$ cat src/rtl/hazard_ctrl.sv
// hazard_ctrl: pipeline hazard / stall / flush controller.
//
// Purpose
//   Turns decode, memory and mult/div hazard requests into per-stage stall
//   and flush controls plus a PC redirect select. The outputs follow a fixed
//   priority: exception > data-memory wait > busy mult/div > instruction-fetch
//   wait > load-use > taken branch. A small FSM tracks a multi-cycle mult/div
//   and the single cycle after an exception.
//
// Handshake
//   No valid/ready handshakes. All inputs are level requests sampled every
//   cycle. All outputs except stall_cycles and state_o are combinational.
//
// Ports
//   clk, reset          : clock, synchronous active-high reset
//   load_use            : decode load-use hazard
//   branch_taken        : decode resolved a taken branch/jump
//   mdu_start           : mult/div instruction in execute this cycle
//   mdu_done            : mult/div result ready
//   imem_wait           : instruction fetch not complete
//   dmem_wait           : memory-stage data access not complete
//   exc_valid           : memory stage commits an exception or eret
//   stall_f/d/e/m       : hold the named pipeline register
//   flush_d/e/m/w       : load a bubble into the named pipeline register
//   redirect_sel[1:0]   : 0 sequential, 1 branch target, 2 exception vector
//   mdu_abort           : one-cycle kill of an in-flight mult/div
//   stall_cycles[31:0]  : count of cycles with stall_f=1 (wraps)
//   state_o[1:0]        : debug view of the FSM state (0 RUN, 1 MDU_BUSY, 2 EXC_FLUSH)
module hazard_ctrl (
  input  logic        clk,
  input  logic        reset,
  input  logic        load_use,
  input  logic        branch_taken,
  input  logic        mdu_start,
  input  logic        mdu_done,
  input  logic        imem_wait,
  input  logic        dmem_wait,
  input  logic        exc_valid,
  output logic        stall_f,
  output logic        stall_d,
  output logic        stall_e,
  output logic        stall_m,
  output logic        flush_d,
  output logic        flush_e,
  output logic        flush_m,
  output logic        flush_w,
  output logic [1:0]  redirect_sel,
  output logic        mdu_abort,
  output logic [31:0] stall_cycles,
  output logic [1:0]  state_o
);

  typedef enum logic [1:0] {
    RUN       = 2'd0,
    MDU_BUSY  = 2'd1,
    EXC_FLUSH = 2'd2
  } state_t;

  state_t      state_q, state_d;
  logic [31:0] stall_cycles_q, stall_cycles_d;

  // Output decode, strictly prioritised.
  always_comb begin
    stall_f      = 1'b0;
    stall_d      = 1'b0;
    stall_e      = 1'b0;
    stall_m      = 1'b0;
    flush_d      = 1'b0;
    flush_e      = 1'b0;
    flush_m      = 1'b0;
    flush_w      = 1'b0;
    redirect_sel = 2'd0;
    mdu_abort    = 1'b0;
    if (reset) begin
      // Everything quiet while in reset.
    end else if (exc_valid) begin
      flush_d      = 1'b1;
      flush_e      = 1'b1;
      flush_m      = 1'b1;
      redirect_sel = 2'd2;
      // Kill the mult/div whether it is already running or starting now.
      mdu_abort    = (state_q == MDU_BUSY) || ((state_q == RUN) && mdu_start);
    end else if (dmem_wait) begin
      stall_f = 1'b1;
      stall_d = 1'b1;
      stall_e = 1'b1;
      stall_m = 1'b1;
      flush_w = 1'b1;
    end else if ((state_q == MDU_BUSY) && !mdu_done) begin
      stall_f = 1'b1;
      stall_d = 1'b1;
      stall_e = 1'b1;
      flush_m = 1'b1;
    end else if (state_q == EXC_FLUSH) begin
      // The instruction fetched alongside the exception is wrong-path.
      flush_d = 1'b1;
    end else if (imem_wait) begin
      stall_f = 1'b1;
      flush_d = 1'b1;
    end else if (load_use) begin
      stall_f = 1'b1;
      stall_d = 1'b1;
      flush_e = 1'b1;
    end else if (branch_taken) begin
      // Not latched: a suppressed branch is simply re-presented by decode.
      redirect_sel = 2'd1;
    end
  end

  // Next-state logic.
  always_comb begin
    state_d = state_q;
    if (exc_valid) begin
      state_d = EXC_FLUSH;
    end else begin
      unique case (state_q)
        RUN: begin
          // A stalled memory stage freezes execute, so the mult/div waits.
          if (!dmem_wait && mdu_start && !mdu_done) state_d = MDU_BUSY;
        end
        MDU_BUSY: begin
          // Done releases the FSM even if a dmem stall is applied this cycle.
          if (mdu_done) state_d = RUN;
        end
        EXC_FLUSH: state_d = RUN;
        default:   state_d = RUN;
      endcase
    end
  end

  assign stall_cycles_d = stall_f ? stall_cycles_q + 32'd1 : stall_cycles_q;

  always_ff @(posedge clk) begin
    if (reset) begin
      state_q        <= RUN;
      stall_cycles_q <= 32'd0;
    end else begin
      state_q        <= state_d;
      stall_cycles_q <= stall_cycles_d;
    end
  end

  assign stall_cycles = stall_cycles_q;
  assign state_o      = state_q;

endmodule

$ cat config.mk
export PLATFORM = sky130hd
export DESIGN_NAME = hazard_ctrl
export DESIGN_NICKNAME = d
export VERILOG_FILES = /design/src/rtl/hazard_ctrl.sv
export SDC_FILE = /design/constraint.sdc
export NUM_CORES = 1
export LEC_CHECK = 0
export ABC_CLOCK_PERIOD_IN_PS = 6300
export BUFFER_PORTS_ARGS = -buffer_cell sky130_fd_sc_hd__buf_2
export CAP_MARGIN = 40
export CELL_PAD_IN_SITES_DETAIL_PLACEMENT = 1
export CELL_PAD_IN_SITES_GLOBAL_PLACEMENT = 1
export CORE_MARGIN = 10
export CORE_UTILIZATION = 39
export DETAILED_ROUTE_END_ITERATION = 6
export GPL_ROUTABILITY_DRIVEN = 0
export HOLD_SLACK_MARGIN = 0.06
export PLACE_DENSITY = 0.93
export SETUP_SLACK_MARGIN = 0.5
export SLEW_MARGIN = 0
export SYNTH_ARGS = -nofsm -noshare
export SYNTH_HDL_FRONTEND = slang
export SYNTH_SLANG_ARGS = --single-unit
$ cat constraint.sdc
create_clock -name clk -period 6.3 [get_ports clk]
set_input_delay 0.63 -clock clk [delete_from_list [all_inputs] [get_ports clk]]
set_output_delay 0.63 -clock clk [all_outputs]
set_load 0.05 [all_outputs]
## Yosys cells after proc, flatten, opt, wreduce, memory -nomap -nowiden

Index checks and enable logic that the tools add are counted.
W data, S select, Z words.

| operators by class | value |
|---|---|
| equality and inequality tests | 6 |
| add/subtract/negate cells | 1 |
| mux-type cells | 47 |
| $lt $le $gt $ge | 0 |
| div/mod/pow operators | 0 |
| multiply operators | 0 |
| shifts and indexed selects | 0 |
| reductions and logical operators | 11 |
| bitwise logic cells | 0 |

Operators by type and width:

| kind | count |
|---|---|
| $mux W1 | 41 |
| $add A32 B1 Y32 const B | 1 |
| $mux W2 | 5 |
| $logic_and A1 B1 Y1 | 4 |
| $pmux W2 S2 | 1 |
| $reduce_and A2 Y1 | 2 |
| $ne A3 B2 Y1 const B | 1 |
| $ne A3 B3 Y1 const B | 1 |
| $eq A2 B1 Y1 const B | 1 |
| $eq A2 B2 Y1 const B | 1 |
| $logic_not A1 Y1 | 2 |
| $logic_not A2 Y1 | 1 |
| $ne A2 B1 Y1 const B | 1 |
| $ne A2 B2 Y1 const B | 1 |
| $reduce_or A2 Y1 | 1 |
| $logic_or A1 B1 Y1 | 1 |

| word-level totals | value |
|---|---|
| bits in latches | 0 |
| memories | 0 |
| bits of input ports | 9 |
| output and inout port bits | 45 |
| bits in writable memories | 0 |
| bits in read-only memories | 0 |
| bits in registers | 34 |

## Longest topological paths before layout

| logic depth | value |
|---|---|
| depth in word-level cells | 8 |
| depth in mapped cells | 6 |
| depth with buffers taken out | 6 |

## Worst setup path after synthesis

Ideal clock, no wire load.

| timing path | value |
|---|---|
| kind | input-to-output |
| start point | in reset |
| end point | out mdu_abort |
| data required time | 5.670 ns |
| data arrival time | 2.436 ns |
| slack | 3.234 ns |
| stages on the path | 4 |
| cells stage by stage | clkbuf_1 nor2b_1 o21ai_0 nor2_1 |

| on the way | value |
|---|---|
| longest elaborated chain between the ends | 1 |

Ends and longest elaborated chain:

| element | RTL line | source |
|---|---|---|
| start, declared | 31 | `input logic reset,` |
| $mux W1 | 74 | `if (reset) begin` |
| end, declared | 48 | `output logic mdu_abort,` |

No other way between the ends.

## Final worst setup path

| timing path | value |
|---|---|
| start point | in mdu_done |
| end point | out stall_f |

| on the way | value |
|---|---|
| longest elaborated chain between the ends | 6 |

Ends and longest elaborated chain:

| element | RTL line | source |
|---|---|---|
| start, declared | 35 | `input logic mdu_done,` |
| $logic_not A1 Y1 | 89 | `end else if ((state_q == MDU_BUSY) && !mdu_done) begin` |
| $logic_and A1 B1 Y1 | 89 |  |
| $mux W1 | 89 |  |
| $mux W1 | 83 | `end else if (dmem_wait) begin` |
| $mux W1 | 76 | `end else if (exc_valid) begin` |
| $mux W1 | 74 |  |
| end, declared | 39 | `output logic stall_f,` |

No other way between the ends.

==> flow_summary.json <==
{
  "synth.largest_area_cell": "dfxtp_1",
  "syn2layout_area_growth_pct": 21.0,
  "design_area_um2": 2120,
  "first_global_vias": 1757,
  "cts.htree.levels": 2,
  "vias": 1766,
  "p_leak_nw": 0.859,
  "cts.clk_slew.worst_paths_ns": 0.07,
  "power.total_mw": 0.415,
  "place_area_um2": 2040,
  "start_kind": "input pin",
  "maxCapViolCount": 0,
  "n_antenna_cell": 0,
  "drt_wl_total_mm": 5.20,
  "synth_nets": 222,
  "layout.cells.non_filler": 316,
  "setup_tns_ns": 0,
  "fp.dieH_um": 87.0,
  "fmax_mhz": 332,
  "relSlewSlack_pct": 42.4,
  "nNetsFinal": 274,
  "synthDistinctLibCells": 40,
  "netlist_top_cells_area": "dfxtp_1 39%, nor2_1 6.2%, a21oi_1 5.7%",
  "vias_per_cell": 5.59,
  "grt_first_pass_wirelength_mm": 8.64,
  "arrival_ns": 2.38,
  "core_area_um2": 4350,
  "synth_edf_count": 0,
  "drc_errors": 0,
  "drive_gt1_share_pct": 24.6,
  "grt-busiest-layer": "met2",
  "cts_hold_buf": 0,
  "start_util_pct": 40.3,
  "status": "finished, final reports clean",
  "grt_overflow": 0,
  "finalSetupViolCount": 0,
  "cts_resized": 0,
  "hp-class": "register to register",
  "io_pins": 54,
  "nFillCells": 570,
  "num_rows": 24,
  "async_flop_share_pct": 0,
  "final_cell_mix": "53 x buf_2, 34 x dfxtp_1, 29 x nor2_1",
  "met2_usage_pct": 23.1,
  "port_buffers": 53,
  "grt_use_met1_pct": 15.8,
  "path_max_fanout": 13,
  "post-route-util_pct": 48.7,
  "synth_flop_cell": "dfxtp_1",
  "firstDrtPassIters": 4,
  "place_hpwl_mm": 3.97,
  "crit_required_ns": 5.67,
  "clockRootBuffer": "clkbuf_8",
  "cts_buffers": 5,
  "cts_setup_buffers": 0,
  "power.density_nw_per_um2": 196,
  "seq_area_um2": 681,
  "final_antenna_net_count": 0,
  "period_share_pct": 47.8,
  "syn-mean-instance-area_um2": 8.27,
  "fin_crit_ns": 3.01,
  "ys_seq_elements": 34,
  "rsz0062_at_grt": "false",
  "gr-usage-met3_pct": 5.90,
  "first_iter_violations": 85,
  "final_common_cell": "buf_2",
  "critPathKind": "input pin to output pin",
  "synthCells": 212,
  "endpoint_kind": "output pin",
  "yosys_warnings": 0,
  "die_area_um2": 7580,
  "hold_violations": 0,
  "grt_antenna_before_repair": 0,
  "grt_util_all_layers_pct": 14.0,
  "cts_tree": "done",
  "clock_path_buffers": 2,
  "vdd_drop_max_uv": 95.5,
  "yosys.area.top_type_share_pct": 38.8,
  "drv_slew": 0,
  "multi_input_area_um2": 1000,
  "clock_sinks": 34,
  "grt_start_max_net_pins": 43,
  "route.detailed.wl_per_inst_um": 16.5,
  "fin_skew_ns": 0.00621,
  "dp_cells": 309,
  "die-width_um": 87.0,
  "syn_area_um2": 1750,
  "yosysSeqAreaShare_pct": 38.8,
  "worstMarginPinSlew_ns": 0.864,
  "insertion_delay_ns": 0.29
}
## worst paths after layout
kind / start / endpoint / slack, ns / cells after the start
worst max-delay path: mdu_done / stall_f / 3.29 / 6
worst min-delay path: stall_cycles[21] / stall_cycles[21] / 0.50 / 2
worst max register to register: state_o[0] / stall_cycles[31] / 3.80 / 5
worst min register to register: stall_cycles[21] / stall_cycles[21] / 0.50 / 2
## Yosys cell counts (3+ instances only)
library cell  number
nand4_1            6
nor2_1            29
o211ai_1           5
xor2_1            10
nand2_1            7
a21oi_1           20
and3_1             4
o21ai_0           16
dfxtp_1           34
and4_1             3
nand3_1            8
clkbuf_1           6
nor2b_1            4
o2111ai_1          5
nor4_1             3
xnor2_1            5
or3_1             12
inv_1              8
o31ai_1            3
## critical path, stage by stage
cell and delay, ns:
buf_2 0.12, nand2b_1 0.16, a21oi_1 0.70, o21ai_1 0.39
inv_1 0.11, buf_2 0.27
## flip-flops by register name, indices dropped and copies added (netlist names)
register	cells
stall_cycles	32
state_o	2
## per-layer routing
layer | share of wire (%) | wire length, µm | vias to the layer above
met1 | 44 | 2290 | 842
li1 | - | - | 876
met4 | 1.2 | 65 | 0
met2 | 47 | 2460 | 42
met3 | 7.4 | 386 | 6
met5 | 0 | 0 | -
## final cells by class
| cell class | count | area share (%) |
|---|---|---|
| clock buffers | 5 | 3.24 |
| clock inverters | 2 | 0.472 |
| inverters | 8 | 1.42 |
| multi-input cells | 162 | 47.2 |
| flip-flops and latches | 34 | 32.1 |
| well taps | 52 | 3.07 |
| repair buffers | 53 | 12.5 |
## cell families (layout without fill, tap and decap cells)
| group | Yosys count | in the layout | synth area share (%) |
|---|---|---|---|
| and+or+nand+nor | 86 | 86 | 26.4 |
| AOI/OAI and AO/OA | 58 | 58 | 21.3 |
| DFF | 34 | 34 | 38.8 |
| buffers and inverters | 16 | 68 | 4.07 |
| xor gates and xnor gates | 15 | 15 | 7.49 |
| muxes | 2 | 2 | 1.21 |
| adders and majority gates | 1 | 1 | 0.714 |
## power breakdown
part / internal, mW / switching, mW / total [mW]
sequential: 0.216 / 0.00216 / 0.218
combinational: 0.00962 / 0.0345 / 0.0442
clock: 0.0740 / 0.0790 / 0.153
total: 0.300 / 0.116 / 0.415
## per-stage QoR
stage,hold slack [ns],setup WS (ns)
6_report,0.503,3.29
5_1_grt,0.537,3.11
4_1_cts,0.504,3.31
3_5_place_dp,0.491,3.27
3_3_place_gp,0.472,3.38
2_1_floorplan,0.704,3.23
No activity file was read; power rests on OpenSTA's default activity.
